<file path="src/rtl/wb_sram_target.sv">
// Wishbone classic target that bridges a 1 KiB address window onto a single-port SRAM.
// Writes ack two cycles after the request, reads three; out-of-window requests get t_err.
module wb_sram_target #(
  parameter logic [31:0] BASE_ADDR = 32'h1000_0000,
  parameter logic [31:0] ADDR_MASK = 32'hFFFF_FC00
) (
  input  logic        clock,
  input  logic        reset_n,
  input  logic [31:0] t_adr,
  input  logic [31:0] t_dat_w,
  output logic [31:0] t_dat_r,
  input  logic        t_cyc,
  input  logic        t_stb,
  input  logic        t_we,
  input  logic [3:0]  t_sel,
  output logic        t_ack,
  output logic        t_err,
  input  logic        t_tga,
  input  logic        t_tgd_w,
  input  logic [3:0]  t_tgc,
  output logic        t_tgd_r,
  output logic        sram_csb,
  output logic        sram_web,
  output logic [3:0]  sram_wmask,
  output logic [7:0]  sram_addr,
  output logic [31:0] sram_dat_w,
  input  logic [31:0] sram_dat_r
);

  typedef enum logic [1:0] {IDLE, ACCESS, WAIT, RESP} state_t;

  state_t state;
  logic   is_read;
  logic   aborted;
  logic   unused_tags;

  assign unused_tags = ^{t_tga, t_tgd_w, t_tgc};
  assign t_tgd_r     = 1'b0;

  function automatic logic in_window(input logic [31:0] adr);
    return (adr & ADDR_MASK) == (BASE_ADDR & ADDR_MASK);
  endfunction

  always_ff @(posedge clock or negedge reset_n) begin
    if (!reset_n) begin
      state      <= IDLE;
      is_read    <= 1'b0;
      aborted    <= 1'b0;
      t_ack      <= 1'b0;
      t_err      <= 1'b0;
      t_dat_r    <= 32'h0;
      sram_csb   <= 1'b1;
      sram_web   <= 1'b1;
      sram_wmask <= 4'h0;
      sram_addr  <= 8'h0;
      sram_dat_w <= 32'h0;
    end else begin
      // Terminations are single-cycle pulses raised on entry to RESP.
      t_ack <= 1'b0;
      t_err <= 1'b0;
      case (state)
        IDLE: begin
          if (t_cyc && t_stb) begin
            if (in_window(t_adr)) begin
              sram_addr  <= t_adr[9:2];
              sram_dat_w <= t_dat_w;
              sram_wmask <= t_we ? t_sel : 4'h0;
              sram_web   <= ~t_we;
              // An empty byte-select write runs the full handshake but never touches the array.
              sram_csb   <= t_we && (t_sel == 4'h0);
              is_read    <= ~t_we;
              aborted    <= 1'b0;
              state      <= ACCESS;
            end else begin
              t_err <= 1'b1;
              state <= RESP;
            end
          end
        end
        ACCESS: begin
          sram_csb <= 1'b1;
          sram_web <= 1'b1;
          if (is_read) begin
            aborted <= ~t_cyc;
            state   <= WAIT;
          end else if (t_cyc) begin
            t_ack <= 1'b1;
            state <= RESP;
          end else begin
            state <= IDLE;
          end
        end
        WAIT: begin
          // Read data from the SRAM is valid in this cycle; abandoned cycles drop it.
          if (t_cyc && !aborted) begin
            t_dat_r <= sram_dat_r;
            t_ack   <= 1'b1;
            state   <= RESP;
          end else begin
            state <= IDLE;
          end
        end
        RESP: state <= IDLE;
        default: state <= IDLE;
      endcase
    end
  end

endmodule

</file>
<file path="config.mk">
export PLATFORM = sky130hd
export DESIGN_NAME = wb_sram_target
export DESIGN_NICKNAME = d
export VERILOG_FILES = /design/src/rtl/wb_sram_target.sv
export SDC_FILE = /design/constraint.sdc
export NUM_CORES = 1
export LEC_CHECK = 0
export ABC_AREA = 1
export CAP_MARGIN = 0
export CORE_MARGIN = 10
export CORE_UTILIZATION = 30
export CTS_CLUSTER_DIAMETER = 50
export DETAILED_ROUTE_END_ITERATION = 8
export GPL_ROUTABILITY_DRIVEN = 0
export PLACE_DENSITY_LB_ADDON = 0.08
export SLEW_MARGIN = 20
export SYNTH_ARGS = -nofsm -noshare
export SYNTH_HDL_FRONTEND = slang
export SYNTH_SLANG_ARGS = --single-unit
</file>
<file path="constraint.sdc">
create_clock -name clock -period 4.2 [get_ports clock]
set_input_delay 0.84 -clock clock [delete_from_list [all_inputs] [get_ports clock]]
set_output_delay 0.84 -clock clock [all_outputs]
set_load 0.1 [all_outputs]
</file>
# == After elaboration in Yosys (flattened, before gate mapping) ==
# Index checks and enable logic that the tools add are counted.
# op_classes
bitwise_logic,2
reduce_logical,11
mux,24
n_eq_ne,7
# ops
operator,count
$eq A22 B19 Y1 const B,1
$mux W1,13
$mux W2,5
$pmux W1 S2,4
$pmux W2 S4,1
$ne A2 B2 Y1 const B,3
$reduce_and A3 Y1,2
$eq A2 B2 Y1 const B,2
$logic_not A4 Y1,1
$mux W4,1
$reduce_and A4 Y1,1
$logic_and A1 B1 Y1,3
$eq A2 B1 Y1 const B,1
$logic_not A2 Y1,1
$not A1 Y1,2
$reduce_and A2 Y1,1
$reduce_bool A2 Y1,1
$logic_not A1 Y1,1
# totals
regBits,84
inputBits,111
out_inout_bits,81

# == Depth between registers and ports, before layout ==
# depth
word_depth,5
mapped_depth,9
depth_no_buf,9

# == Worst setup path after synthesis ==
# Ideal clock, no wire load.
# synth_timing
path_type,input port to flip-flop
from,input port t_adr[11]
to,register sram_addr[0]
slack_ps,2334
stages,6
arrival_time_ps,1741
setup_ps,125
path_buffers,1
path_cell_list,or2_1 nor2_2 nand4_2 clkbuf_1 nand2_1 o21ai_1
# synth_between
elab_chain_cells,2
# synth_lines
element,line,source
from (decl),9,"input logic [31:0] t_adr,"
$eq A22 B19 Y1,41,return (adr & ADDR_MASK) == (BASE_ADDR & ADDR_MASK);
$reduce_and A3 Y1 (no line),n/a,
to (signal assigned),65,sram_addr <= t_adr[9:2];
to (decl),25,"output logic [7:0] sram_addr,"
# No other way between the ends.
# A chain may end at the register's enable or synchronous reset.

# == Worst setup path in the final report ==
# layout_timing
from,register sram_web
to,output port sram_web
# layout_lines
element,line,source
from (decl),23,"output logic sram_web,"
from (signal assigned),68,sram_web <= ~t_we;
# No word-level cell between the ends.

==> summary by stage <==
Outcome
The flow ran to the end, and the final reports show no timing, DRC or antenna violations.

CTS
The number of clock buffers added by TritonCTS is 9. The count of H-tree levels built during CTS is 3. The buffer count from post-CTS setup fixing is 0.

The root cell of the clock tree is clkbuf_16. The count of hold buffers inserted by post-cts repair is 0. After clock tree synthesis, the clock-pin slew on the worst setup and hold paths is 0.06 ns.

No sink is reached through more buffers than the 2 on the longest clock path. Gates resized during post-CTS repair numbered 0. Clock latency on the worst-skew pair, taken at its later pin, is 0.33 ns. The sink count of the clock tree is 84. The clock tree from TritonCTS is yes.

Power and ir drop
The ratio of total power to cell area is 665 nW/µm². Summing internal, switching and leakage power gives 3790 µW. The largest voltage drop on the vdd net is 0.475 mV. In this run the static leakage power is 0.00276 µW.

Critical path
The maximum cell stage delay along the critical path is 1.14 ns. The type of the worst setup path is flop to primary output. STA puts the critical path data arrival time at 2.00 ns.

Traced cell by cell, the critical path runs through clkdlybuf4s50_1. The number of buffers and inverters on the critical path is 1. STA classifies the critical path startpoint as a flop.

The cell type of the slowest stage on the worst timing path is clkdlybuf4s50_1. The kind of end point of the critical path is a primary output. Along the worst path, the maximum fanout reaches 2. The critical path's top delay family is buffers and inverters. For the worst setup path, the data required time is 3.36 ns.

Global routing
met2 is the most crowded layer. After global routing the overflow that remains totals 0. Entering global routing, the biggest net connects 85 pins. The number of global-route vias before repair is 3,307. The met3 track demand over resource in global routing is 0.0666. In the global route stage, met1 resource usage came out at 0.143. The first global-routing pass estimated 17,200 µm of wire. In the global route stage, met2 resource usage came out at 0.218. The number of antenna violations at the first check in global routing came to 0.

The all-layer global routing usage is 0.131.

Detailed routing
After detailed routing, the number of remaining DRC violations is 0. The wire length per cell is 14.5 µm. The count of TritonRoute iterations in the first routing pass is 4. The post-route antenna net violation count is 0. The detailed router finished its first iteration with 138 violations. The number of vias in the routed layout is 3,041. The number of vias per cell after detailed routing is 4.17. The final wirelength is 10,600 µm.

Synth
The xor/xnor cell area share of the yosys netlist is 0. Synthesis produced a netlist whose cell count is 403. Yosys mapped the design onto 25 distinct sky130hd cell types. The flip-flop and latch count after synthesis is 84. The fraction of the mapped netlist area in adder cells is 0.0145.

The combinational family with the most area after synthesis is simple AND/OR/NAND/NOR gates. The sequential share of the synthesized area is 0.608. The Yosys step of the flow raised 0 warnings. Of the total synthesized cell area, the portion taken by AND, OR, NAND and NOR gates is 0.226. The net count after synthesis is 518. The post-synthesis cell area is 3460 µm².

Each instance of the synthesized netlist takes up on average 8.59 µm². After synthesis, the share of cell area in mux cells is 0. The area fraction in compound gates after synthesis was 0.0723.

Place
During placement, the flow inserted port buffers numbering 182. Counting tap cells, the placed design contains a total of 715 instances. The instance area after placement is 5420 µm². The sum of net half-perimeters after detailed placement is 7940 µm.

Die
The number of rows created at floorplan is 39. The region available for standard cell placement spans 11,400 µm². The die is 127 µm wide. The die footprint is 16,200 µm². For this design the top-level I/O count stands at 192. The initial utilization of the core area, before any placement, comes to 0.305. The die height is 127 µm.

STA
The number of slew-limit violations in the final report was 0. Setup repair after global routing left no endpoint under its margin. The clock period could shrink to 2.84 ns.

Across the routed clock network, the largest skew measured is 0.00771 ns. The highest clock frequency the design can meet is 353 MHz. The number of hold-slack violations in the final timing report is 0. The post-route clock period utilization is 0.675. Headroom to the max-slew limit came out at 0.317. The total setup violations reported at the end of the flow is 0. For the pin with the worst max-slew slack, the measured transition is 1.02 ns. Setup total negative slack on the finished layout was measured at 0 ns.

Min path
The class of the most critical hold timing path is flop to flop.

Cells and area
The number of antenna diodes in the final layout is 0. The area growth from synthesis to layout is 64.7%. Leaving out filler cells and counting taps, the final layout contains 730. Of the cells placed in the final design, the portion with a size suffix greater than 1 is 0.0409. After routing the design area is 5700 µm². In the final design database the tool counted 698 nets. Once layout is complete, the utilization of the core stands at 0.502.

Run
The number of maximum-capacitance violations is 0.
[cell usage in the layout (no fill, tap or decap), drive strengths merged, types with 2 or more instances in the layout]
cell type / count
dfrtp: 82
o21ai: 46
ha: 4
nand3: 6
nor2: 18
nand2: 169
inv: 51
nand4: 2
clkdlybuf4s50: 181
dfstp: 2
clkbuf: 13
buf: 4
[layout make-up]
class | instances | area [µm²]
clock buffers | 13 | 250
multi-input cells | 252 | 1100
well taps | 143 | 179
inverters | 51 | 191
repair buffers | 185 | 1850
fillers | 1107 | 5670
flip-flops and latches | 84 | 2100
clock inverters | 2 | 35.0
[report_power, final]
part           leakage, µW  total, µW  internal (µW)  switching, µW
clock             0.000140        768            473            294
combinational      0.00151       1960            463           1500
sequential         0.00111       1070            984           81.6
total              0.00276       3790           1920           1870
[metrics by stage]
step,hold WS (ns),worst slack (ns)
3_5_place_dp,0.457,1.08
6_report,0.467,1.36
4_1_cts,0.472,1.34
5_1_grt,0.485,1.20
2_1_floorplan,0.442,2.33
3_3_place_gp,0.453,1.09
[cell usage after synthesis (all sizes together)]
library cell | count | area [µm²]
nand2 | 169 | 634
dfrtp | 82 | 2050
inv | 51 | 191
o21ai | 46 | 230
nor2 | 18 | 80.1
buf | 10 | 58.8
clkbuf | 6 | 22.5
nand3 | 6 | 30.0
ha | 4 | 50.1
dfstp | 2 | 52.6
nand4 | 2 | 18.8
a21oi | 1 | 5.00
and2 | 1 | 6.26
conb | 1 | 3.75
nor4 | 1 | 6.26
o211ai | 1 | 7.51
o21a | 1 | 7.51
or2 | 1 | 6.26
[per-layer routing]
| layer | wire length (µm) | vias to the layer above |
|---|---|---|
| met4 | 140 | 0 |
| met1 | 4110 | 1359 |
| met5 | 0 | - |
| met3 | 1150 | 10 |
| li1 | - | 1574 |
| met2 | 5170 | 98 |
[path summary, 6_finish.rpt]
kind                             start             end  slack, ns  cells past startpoint
setup / recovery              sram_web        sram_web       1.36                      1
hold / removal             t_dat_r[17]     t_dat_r[17]       0.47                      2
setup reg to reg              state[1]  sram_dat_w[26]       1.83                      8
hold reg to reg            t_dat_r[17]     t_dat_r[17]       0.47                      2
max in group asynchronous      reset_n  sram_dat_w[18]       3.11                      1
min in group asynchronous      reset_n     t_dat_r[29]       0.56                      1
[logic make-up (layout without fill, tap and decap cells)]
group	count (synthesis)	after routing
simple gates	198	198
flops	84	84
buf+inv	67	251
compound gates	49	49
fa+ha+maj	4	4
other cells	1	1
[sequential cells by signal, summed over array words and instances, names as in the netlist]
register	count
sram_dat_w	32
t_dat_r	32
sram_addr	8
sram_wmask	4
state	2
aborted	1
is_read	1
sram_csb	1
sram_web	1
t_ack	1
t_err	1
Power figures use the tool's default switching activity.
